### config.mk
export PLATFORM = sky130hd
export DESIGN_NAME = forward_buf
export DESIGN_NICKNAME = d
export VERILOG_FILES = /design/src/rtl/forward_buf.sv
export SDC_FILE = /design/constraint.sdc
export NUM_CORES = 1
export LEC_CHECK = 0
export CAP_MARGIN = 40
export CORE_ASPECT_RATIO = 1.2
export CORE_MARGIN = 8
export CORE_UTILIZATION = 40
export CTS_BUF_LIST = sky130_fd_sc_hd__clkbuf_4 sky130_fd_sc_hd__clkbuf_8 sky130_fd_sc_hd__clkbuf_16
export DETAILED_ROUTE_END_ITERATION = 12
export PLACE_DENSITY = 0.62
export SLEW_MARGIN = 20
export SYNTH_ARGS = -nofsm -noshare
export SYNTH_HDL_FRONTEND = slang
export SYNTH_SLANG_ARGS = --single-unit
### constraint.sdc
create_clock -name clk_i -period 3.2 [get_ports clk_i]
set_input_delay 0.48 -clock clk_i [delete_from_list [all_inputs] [get_ports clk_i]]
set_output_delay 0.48 -clock clk_i [all_outputs]
set_load 0.02 [all_outputs]
### src/rtl/forward_buf.sv
// Multi-entry write-back forwarding buffer with two read ports.
// Optional hit counter when FORWARD_BUF_PERF_EN is defined.
module forward_buf #(
  parameter int XLEN  = 64,
  parameter int DEPTH = 3,
  parameter int AW    = 5
) (
  input  logic            clk_i,
  input  logic            reset_ni,
  input  logic            we_i,
  input  logic [AW-1:0]   rd_i,
  input  logic [XLEN-1:0] dat_i,
  input  logic            stall_i,
  input  logic            flush_i,
  input  logic [AW-1:0]   ra_i,
  input  logic [AW-1:0]   rb_i,
  output logic            hita_o,
  output logic            hitb_o,
  output logic [XLEN-1:0] qa_o,
  output logic [XLEN-1:0] qb_o
`ifdef FORWARD_BUF_PERF_EN
  ,
  output logic [31:0]     fwdcnt_o
`endif
);

  logic [DEPTH-1:0] v_q;
  logic [AW-1:0]    rd_q  [DEPTH];
  logic [XLEN-1:0]  dat_q [DEPTH];

  // History shift register: flush clears, stall holds, else shift in live write
  always_ff @(posedge clk_i or negedge reset_ni) begin
    if (!reset_ni) begin
      v_q <= '0;
      for (int i = 0; i < DEPTH; i++) begin
        rd_q[i]  <= '0;
        dat_q[i] <= '0;
      end
    end else if (flush_i) begin
      v_q <= '0;
    end else if (!stall_i) begin
      for (int i = DEPTH - 1; i > 0; i--) begin
        v_q[i]   <= v_q[i-1];
        rd_q[i]  <= rd_q[i-1];
        dat_q[i] <= dat_q[i-1];
      end
      v_q[0]   <= we_i && (rd_i != '0);
      rd_q[0]  <= rd_i;
      dat_q[0] <= dat_i;
    end
  end

  // Lookup oldest to youngest so the youngest match overrides, live last
  always_comb begin
    hita_o = 1'b0;
    hitb_o = 1'b0;
    qa_o   = '0;
    qb_o   = '0;
    for (int i = DEPTH - 1; i >= 0; i--) begin
      if (v_q[i] && rd_q[i] == ra_i && ra_i != '0) begin
        hita_o = 1'b1;
        qa_o   = dat_q[i];
      end
      if (v_q[i] && rd_q[i] == rb_i && rb_i != '0) begin
        hitb_o = 1'b1;
        qb_o   = dat_q[i];
      end
    end
    if (we_i && rd_i == ra_i && ra_i != '0) begin
      hita_o = 1'b1;
      qa_o   = dat_i;
    end
    if (we_i && rd_i == rb_i && rb_i != '0) begin
      hitb_o = 1'b1;
      qb_o   = dat_i;
    end
  end

`ifdef FORWARD_BUF_PERF_EN
  // Saturating count of cycles with any forward hit; flush does not clear it
  always_ff @(posedge clk_i or negedge reset_ni) begin
    if (!reset_ni)
      fwdcnt_o <= '0;
    else if ((hita_o | hitb_o) && fwdcnt_o != 32'hFFFF_FFFF)
      fwdcnt_o <= fwdcnt_o + 32'd1;
  end
`endif

endmodule

# --- Word-level counts from Yosys, hierarchy flattened ---
# Cells that the tools add are included.
totals:
  ff_bits: 210
  in_bits: 84
  out_inout_bits: 130
  word_cells: 57
classes:
  n_eq_ne: 9
  mux: 18
  bitwise_logic: 2
  reduce_logical: 21
op_table:
  columns: ["op", "n"]
  rows:
  - ["2-to-1 mux 64 bit", 8]
  - ["== test 5 bit", 8]
  - ["logical AND 1 bit", 17]
  - ["nonzero test 5 bit", 3]
  - ["2-to-1 mux 1 bit", 8]
  - ["2-to-1 mux 3 bit", 2]
  - ["!= test 2 x 1 -> 1 bit (second input constant)", 1]
  - ["NOT 1 bit", 2]
  - ["AND reduction 2 bit", 1]

# --- Longest topological paths before layout ---
# Gate-level depths: netlist (run 1).
depth:
  word_depth: 7
  depth_mapped: 8
  ltp_nobuf: 5

# --- Worst setup path after synthesis (run 1) ---
# OpenSTA, ideal clock, no wires.
synth_timing:
  path_kind: "in2out"
  startpoint: "input rb_i[2]"
  endpoint: "output qb_o[53]"
  arrival_time_ns: 2.558
  required_time_ns: 2.720
  setup_slack_ns: 0.162
  path_stages: 7
  cell_sequence: "buf_2 or4_1 or2_2 and4_1 buf_2 buf_2 o31ai_1"
synth_between:
  elab_chain_cells: 7
synth_rtl:
  columns: ["element", "line_no", "text"]
  rows:
  - ["from (decl)", "16", "input logic [AW-1:0] rb_i,"]
  - ["== test 5 bit", "64", "if (v_q[i] && rd_q[i] == rb_i && rb_i != '0) begin"]
  - ["logical AND 1 bit (2 in a row)", "64", null]
  - ["2-to-1 mux 64 bit (3 in a row)", "64", null]
  - ["2-to-1 mux 64 bit *", "73", "if (we_i && rd_i == rb_i && rb_i != '0) begin"]
  - ["to (decl)", "20", "output logic [XLEN-1:0] qb_o"]
# Mark *: on every way between the ends. The rest lies on a longest branch, timed or not.

# --- Worst setup path after layout (run 1) ---
layout_timing:
  startpoint: "register rd_q[1] (netlist name)"
  endpoint: "output qb_o[59]"
layout_between:
  elab_chain_cells: 7
layout_rtl:
  columns: ["element", "line_no", "text"]
  rows:
  - ["from (decl)", "28", "logic [AW-1:0] rd_q [DEPTH];"]
  - ["from (signal, indexed assignment)", "44", "rd_q[i] <= rd_q[i-1];"]
  - ["== test 5 bit", "64", null]
  - ["logical AND 1 bit (2 in a row)", "64", null]
  - ["2-to-1 mux 64 bit (3 in a row)", "64", null]
  - ["2-to-1 mux 64 bit", "73", null]
# No other way between the ends.

==> results of run 1 <==
==> worst min path at each step <==
| stage | slack, ps | to | depth (start not counted) | startpoint |
|---|---|---|---|---|
| 5_1_grt | 70 | rd_q[12] | 1 | reset_ni |
| 2_1_floorplan | 180 | dat_q[0] | 0 | reset_ni |
| 4_1_cts | 40 | rd_q[6] | 1 | reset_ni |
| 3_5_place_dp | 520 | dat_q[26] | 2 | dat_q[90] |
| 3_3_place_gp | 500 | dat_q[54] | 2 | dat_q[118] |
| 6_report | 20 | rd_q[12] | 1 | reset_ni |
==> kinds of logic (layout without fill, tap and decap cells) <==
family | after synthesis | in the layout
compound gates | 388 | 388
other cells | 0 | 1
buf+inv | 218 | 502
xor+xnor | 40 | 40
mux | 145 | 145
simple gates | 417 | 417
flops | 210 | 210
==> power breakdown <==
part           internal (mW)  total [mW]  switching, mW
logic                  0.845        1.74          0.892
clock network           1.68        2.81           1.14
registers               3.21        3.65          0.442
total                   5.73        8.20           2.47
==> per-layer routing <==
metal  wire (µm)  vias to the layer above  global-route usage  part of all wire
li1            -                     5680                   -                 -
met1       18500                     6115               0.280              0.39
met2       23600                      589               0.422              0.50
met3        3230                      141              0.0357             0.069
met4        1660                        0              0.0902             0.035
met5           0                        -                   0                 0
==> what timing repair did <==
item                       in CTS  in global routing
pin swaps                     110                 92
setup buffers                  28                  7
gates cloned                   15                  6
resized for setup             810                201
setup endpoints to repair     130                127
==> registers in the layout (all words and copies together), names as in the netlist <==
register	count
dat_q	192
v_q	3
rd_q	15
==> worst max-delay path: stages, from the launching register on <==
cell,delay (ps)
sky130_fd_sc_hd__dfrtp_1,430
sky130_fd_sc_hd__xor2_1,170
sky130_fd_sc_hd__nor4_2,310
sky130_fd_sc_hd__nand4_1,160
sky130_fd_sc_hd__buf_6,200
sky130_fd_sc_hd__buf_12,160
sky130_fd_sc_hd__buf_6,120
sky130_fd_sc_hd__o311a_4,300
sky130_fd_sc_hd__o31ai_2,240
sky130_fd_sc_hd__buf_4,200
==> metrics by stage <==
step                instance area [µm²]  hold WS (ps)
floorplan                         12900           184
global placement                  16400           502
detailed placement                16400           519
CTS                               18000          44.1
global route                      18700          68.8
finish                            18700          20.9
==> cell usage in the layout, fill, tap and decap left out, types with 68 or more instances in the layout <==
cell | netlist | routed
sky130_fd_sc_hd__dfrtp_1 | 210 | 209
sky130_fd_sc_hd__nand2_1 | 194 | 194
sky130_fd_sc_hd__buf_4 | 1 | 154
sky130_fd_sc_hd__mux2_2 | 143 | 143
sky130_fd_sc_hd__nand3_1 | 130 | 125
sky130_fd_sc_hd__o21ai_0 | 193 | 118
sky130_fd_sc_hd__o311a_1 | 128 | 103
sky130_fd_sc_hd__clkdlybuf4s50_1 | 0 | 72
sky130_fd_sc_hd__nor2_1 | 71 | 69
sky130_fd_sc_hd__buf_6 | 7 | 68
==> cell type report <==
class,count,area [µm²],area share
clock inverters,8,67.6,0.00361
diodes,1,2.50,0.000134
multi-input cells,990,7440,0.397
flip-flops and latches,210,5260,0.281
inverters,66,248,0.0132
clock buffers,35,738,0.0394
repair buffers,393,4460,0.238
well taps,407,509,0.0272
==> run summary, run 1 <==
The flow ran to the end, but the final reports show violations. The final reports fail on setup timing. Setup repair after global routing could not meet its margin everywhere. The die is 213 µm tall. The class of the worst hold path is in -> async. Sorting the synthesized cells by area gives the leading types as sky130_fd_sc_hd__dfrtp_1, sky130_fd_sc_hd__mux2_2, sky130_fd_sc_hd__o311a_1. The total congestion overflow after global routing came out at 0. The cell taking the most area after synthesis is sky130_fd_sc_hd__dfrtp_1. The number of DRC violations after detailed routing came out at 0. The initial antenna violation count came to 1.

The setup TNS after final layout is -1780 ps. In this run the number of H-tree levels came out at 1. The launching element of the worst setup path is rd_q[1]. The post-synthesis instance total came out at 1418.

The biggest fanout along the worst timing path came out at 6. The worst setup path is of the reg -> out kind. The worst slew margin relative to its limit came out at 0.479.

The number of cell rows came out at 72. TritonCTS built the clock tree. The last weighted congestion value of the routability-driven placer is 0.862. The fraction of synthesized cell area taken by the top area cell type is 0.406. The final hold violation count came to 0. The worst-case IR drop observed on VDD is 0.000344 V. Across the run, the number of max-cap violations was 0. The count of nets after finishing came out at 1770.

The fraction of the mapped netlist area in compound gates came out at 0.232. The share of synthesized registers carrying an async set or reset is 1.00. The first global-routing pass estimated 72900 µm of wire. The number of hold buffers added after CTS is 0. The count of buffers inserted at the top-level ports came out at 213. The average footprint of a synthesized cell is 9.12 µm². The portion of the clock cycle consumed by the worst path in the final layout is 1.03.

The total power consumption of the routed design came out at 8.20 mW. The full die area is 0.0384 mm². Dividing total power by cell area gives a power density of 438 mW/mm². Clock skew on the completed layout was measured at 14.4 ps. After layout, the worst setup slack is -102 ps. The flip-flop and latch count after synthesis came out at 210. The count of flip-flops with a built-in enable after synthesis is 0. The total setup violations reported at the end of the flow is 48. The finished layout holds 2110 standard cells, fillers aside. sky130_fd_sc_hd__dfrtp_1 is the most common cell in the netlist. The number of pins with negative max-slew slack in the final report came out at 0. The remaining number of nets flagged by the antenna check after routing is 0. The share of synthesized cell area in and, or, nand and nor gates is 0.138. In this run the register-to-register setup slack is 2160 ps. The number of buffers created by CTS came out at 25. The number of placed I/O pins came out at 214. The number of warnings issued by yosys is 0. The ratio of cells with drive above 1 in the final layout is 0.371. The pre-CTS setup slack came out at -784 ps. The area inside the core boundary is 0.0321 mm². The clock passes through at most 3 buffers. The number of filler cells placed in the layout came out at 2765.

STA puts the critical path data required time at 2720 ps. After detailed routing, the number of vias per cell comes to 5.94. The synthesized netlist net count is 1502. The total routing usage reported by global routing is 0.234.

The cell area after technology mapping came out at 0.0129 mm². The first detailed-routing pass ran for 7 iterations. Entering global routing, the biggest net connects 87 pins. Clock tree synthesis selected as its root buffer the cell sky130_fd_sc_hd__clkbuf_16. The timing-limited maximum frequency came out at 0.303 GHz. The sum of routed wire length over all layers is 46900 µm. The die outline width is 180 µm. For this design the static power due to leakage is 8.03 nW. The TritonCTS sink count is 210. After synthesis, the largest family of logic cells by area is compound AO/OA/AOI/OAI gates. Summing over every cut layer, the via total after detailed routing is 12525. The synthesized-area fraction occupied by xor and xnor cells is 0.0271. STA classifies the critical path endpoint as an output pin.

At the worst endpoint, the arrival time is 2820 ps. In this run the worst setup path terminates at qb_o[59]. The start of the worst register-to-register path is rd_q[6]. The initial cell density of the core is 0.403. At the end of the flow the core is filled with cells to 0.584. The worst reg2reg path depth came out at 3. Among all flip-flop cells after synthesis, the most frequent one is sky130_fd_sc_hd__dfrtp_1. After synthesis, the share of cell area in mux cells is 0.126. The average routed wire per standard cell came out at 22.2 µm. The number of DRC markers in iteration 0 came out at 1133. The worst setup path is launched from a flip-flop.

The post-synthesis sequential area ratio came out at 0.406. The clock slew seen by the registers of the worst setup and hold paths came out at 60 ps. The worst register-to-register path ends at rd_q[1]. The number of unique standard cell types used by synthesis is 30. The commonest cells after synthesis are sky130_fd_sc_hd__dfrtp_1, sky130_fd_sc_hd__nand2_1, sky130_fd_sc_hd__o21ai_0. Of the total synthesized cell area, the portion taken by full adders, half adders and majority gates is 0. The via count of the first global-routing pass came to 12787. The layout overhead on the synthesized area is 44.8%.

The number of placed instances, taps included, is 2019. The latest clock arrival within the worst-skew pair came out at 520 ps. The estimated wirelength of the detail-placed design came out at 28300 µm. The clock period minus worst slack is 3300 ps. The actual transition at the worst max-transition pin came out at 781 ps.
Note: power is estimated with default switching activity, not from simulation.
==> inputs of run 2 (changes only) <==
--- a/config.mk
+++ b/config.mk
@@ -10,9 +10,9 @@
 export CORE_MARGIN = 8
 export CORE_UTILIZATION = 40
 export CTS_BUF_LIST = sky130_fd_sc_hd__clkbuf_4 sky130_fd_sc_hd__clkbuf_8 sky130_fd_sc_hd__clkbuf_16
+export CTS_CLUSTER_SIZE = 14
 export DETAILED_ROUTE_END_ITERATION = 12
 export PLACE_DENSITY = 0.62
-export SLEW_MARGIN = 20
 export SYNTH_ARGS = -nofsm -noshare
 export SYNTH_HDL_FRONTEND = slang
 export SYNTH_SLANG_ARGS = --single-unit
==> constraint.sdc (replaced) <==
create_clock -name clk_i -period 3.67 [get_ports clk_i]
set_input_delay 0.5505 -clock clk_i [delete_from_list [all_inputs] [get_ports clk_i]]
set_output_delay 0.5505 -clock clk_i [all_outputs]
set_load 0.02 [all_outputs]
==> run summary, run 2 (synthesized netlist as in run 1, its figures left out) <==
The number of cell rows came out at 72 (unchanged). The pin count of the biggest net entering global routing is 109 (+25%). The estimated wirelength of the detail-placed design is 27600 µm (-2.5%). The TritonCTS sink count came out at 210 (unchanged). The count of H-tree levels built during CTS was 1 (unchanged).

The maximum clock insertion buffer count came to 3 (unchanged). The pre-CTS setup slack came out at -458 ps (+326 ps). The endpoint class of the critical path is an output pin.

The leakage power of the design is 7.37 nW (-8.2%). The count of buffers inserted at the top-level ports is 213 (unchanged). The number of flip-flops in the largest register is 192 (unchanged). The initial cell density of the core is 0.403 (unchanged). The arrival time at the worst endpoint is 3160 ps (+340 ps). More flip-flops sit in one register than any other, and that register is dat_q. The actual transition at the worst max-transition pin came out at 632 ps (-149 ps). The number of pins with negative max-slew slack in the final report is 0 (unchanged).

The die outline width is 180 µm (unchanged). The clock slew seen by the registers of the worst setup and hold paths is 60 ps (about the same). The worst slew margin relative to its limit is 0.578 (+0.0991). The die height was 213 µm (unchanged).

The final hold violation count came out at 0 (unchanged). The worst hold margin is 84.4 ps (+63.5 ps). The total routing usage reported by global routing was 0.215 (-0.0196). The initial antenna violation count is 0 (-1). The worst-case clock skew came to 7.80 ps (-6.59 ps). The largest voltage drop on the vdd net came out at 0.000273 V (-21%). The sum of buffers and inverters on the critical path is 5 (+1). The number of filler cells placed in the layout is 2962 (+7.1%).

The area inside the core boundary was 0.0321 mm² (unchanged). The checks that failed: setup timing. Broken down by cell family, the worst path's largest delay share belongs to buffers and inverters. In the final layout, the registers with the most flip-flops are dat_q: 192 flops, rd_q: 15 flops, v_q: 3 flops. The first-pass GRT wire length is 67900 µm (-6.9%). The number of DRC markers in iteration 0 came to 1040 (-8.2%). The number of hold buffers added after CTS is 0 (unchanged). The clock period minus worst slack came out at 3710 ps. The average routed wire per standard cell came out at 21.2 µm (-4.6%).

The layout overhead on the synthesized area came out at 32.3%. The ratio of cells with drive above 1 in the final layout is 0.305 (-0.0668). The total congestion overflow after global routing came to 0 (unchanged).

The biggest fanout along the worst timing path came to 23 (+17). The sequential standard cell area is 0.00526 mm² (about the same). In this run the clock root is driven by a sky130_fd_sc_hd__clkbuf_16. In this run the critical register-to-register path is launched from rd_q[13]. The latest clock arrival within the worst-skew pair is 520 ps (about the same). The power per cell area was 410 mW/mm² (-6.5%). The largest individual stage delay along the critical path comes from the cell sky130_fd_sc_hd__clkdlybuf4s50_1. The largest incremental delay on the critical path came out at 420 ps (about the same). The worst reg2reg path depth came out at 1 (-2). The via count of the first global-routing pass is 12378 (-3.2%). The number of max-cap violations came to 0 (unchanged). The sum of routed wire length over all layers was 44000 µm (-6.3%). The timing-limited maximum frequency is 0.269 GHz. Setup repair after global routing could not meet its margin everywhere. The remaining number of nets flagged by the antenna check after routing came to 0 (unchanged). The diode insertion count for antenna repair came to 0 (-1). The class of the worst hold path is in -> async. The flow ran to the end, but the final reports show violations.

The sort of element at the start of the critical path is a primary input. Leaving out fill and tap cells, the most frequent cell in the layout is sky130_fd_sc_hd__dfrtp_1. The setup TNS after final layout came out at -42.1 ps (+1740 ps). The number of buffers created by CTS was 26 (+4.0%). The worst-case setup margin in the final layout came out at -42.1 ps (+59.9 ps). The data required time of the worst path is 3120 ps (+400 ps). The signal on the critical path passes through clkdlybuf4s50_1 > buf_4 > xor2_1 > nor4_1 > nand4_1 > buf_4 > buf_6 > o311a_1 > o21ai_1 > clkdlybuf4s15_1. The number of vias per cell after detailed routing came out at 5.83 (-1.9%). The count of vias placed by the detailed router is 12071 (-3.6%). The number of placed I/O pins is 214 (unchanged). The endpoint identified for the worst register-to-register timing path is rd_q[13]. The multi-input gate area in the final layout is 0.00689 mm² (-7.4%).

The critical path is of the in -> out type. Leaving out fill and tap cells, the most frequent cells in the layout are sky130_fd_sc_hd__dfrtp_1, sky130_fd_sc_hd__nand2_1, sky130_fd_sc_hd__o21ai_0. The total setup violations reported at the end of the flow came out at 1 (-98%). The count of nets after finishing came out at 1730 (-2.3%).

The number of DRC violations after detailed routing is 0 (unchanged). The last weighted congestion value of the routability-driven placer came out at 0.834 (-3.2%). The portion of the clock cycle consumed by the worst path in the final layout came out at 1.01.

The full die area is 0.0384 mm² (unchanged). The setup slack of the worst register-to-register path was 2820 ps (+660 ps). In this design, the critical path's most frequently occurring cell is sky130_fd_sc_hd__buf_4. The number of search-and-repair iterations in the first detailed-routing pass is 5 (-2). TritonCTS built the clock tree.
## run 2: changes by cell type in the layout (fill, tap and decap cells not counted), sizes merged
cell	change
dlymetal6s2s	+2
clkinvlp	-1
dlygate4sd1	+5
clkbuf	+58
buf	-122
bufbuf	+1
clkdlybuf4s15	+16
bufinv	-1
dlygate4sd2	+1
clkdlybuf4s50	+7
clkinv	-3
diode	-1
## run 2: how the worst max path moves through the flow
stage / from / endpoint / cells after the start
floorplan: rb_i[2] / qb_o[53] / 7
global placement: rb_i[1] / qb_o[56] / 8
detailed placement: rb_i[1] / qb_o[63] / 8
CTS: rb_i[1] / qb_o[63] / 9
global route: ra_i[1] / qa_o[6] / 10
finish: ra_i[1] / qa_o[6] / 10
## run 2: layer usage
| metal | routed length, µm | track usage |
|---|---|---|
| met5 | 0 | 0 |
| met4 | 1270 | 0.0762 |
| met3 | 2490 | 0.0310 |
| met2 | 22000 | 0.383 |
| met1 | 18200 | 0.263 |
## run 2: layout make-up
cell class                      count  share of cell area
Timing Repair Buffer              352               0.196
Clock inverter                      3            0.000878
Sequential cell                   210               0.307
Tap cell                          407              0.0298
Inverter                           66              0.0145
Multi-Input combinational cell    990               0.403
Clock buffer                       44              0.0488
## run 2: stage by stage
step	instance area [µm²]	util	total power [mW]	std cells
detailed placement	16300	0.510	4.54	2007
finish	17100	0.533	7.01	2072
CTS	17200	0.536	7.06	2058
global placement	16300	0.510	4.49	2007
floorplan	12900	-	3.92	1418
global route	17100	0.533	7.34	2072
## run 2: timing repair
item | 4_1_cts | 5_1_grt
hold endpoints to repair | 0 | 0
cloned | 2 | 6
endpoints found under the setup margin | 130 | 91
setup buffers | 2 | 9
pin swaps | 1 | 4
resized for setup | 310 | 201
## run 2: power by group
group          internal, mW  leakage [nW]  switching (mW)  total, mW
clock network          1.54         0.436           0.972       2.51
logic                 0.623          4.41           0.702       1.33
registers              2.80          2.52           0.378       3.17
total                  4.95          7.37            2.05       7.01
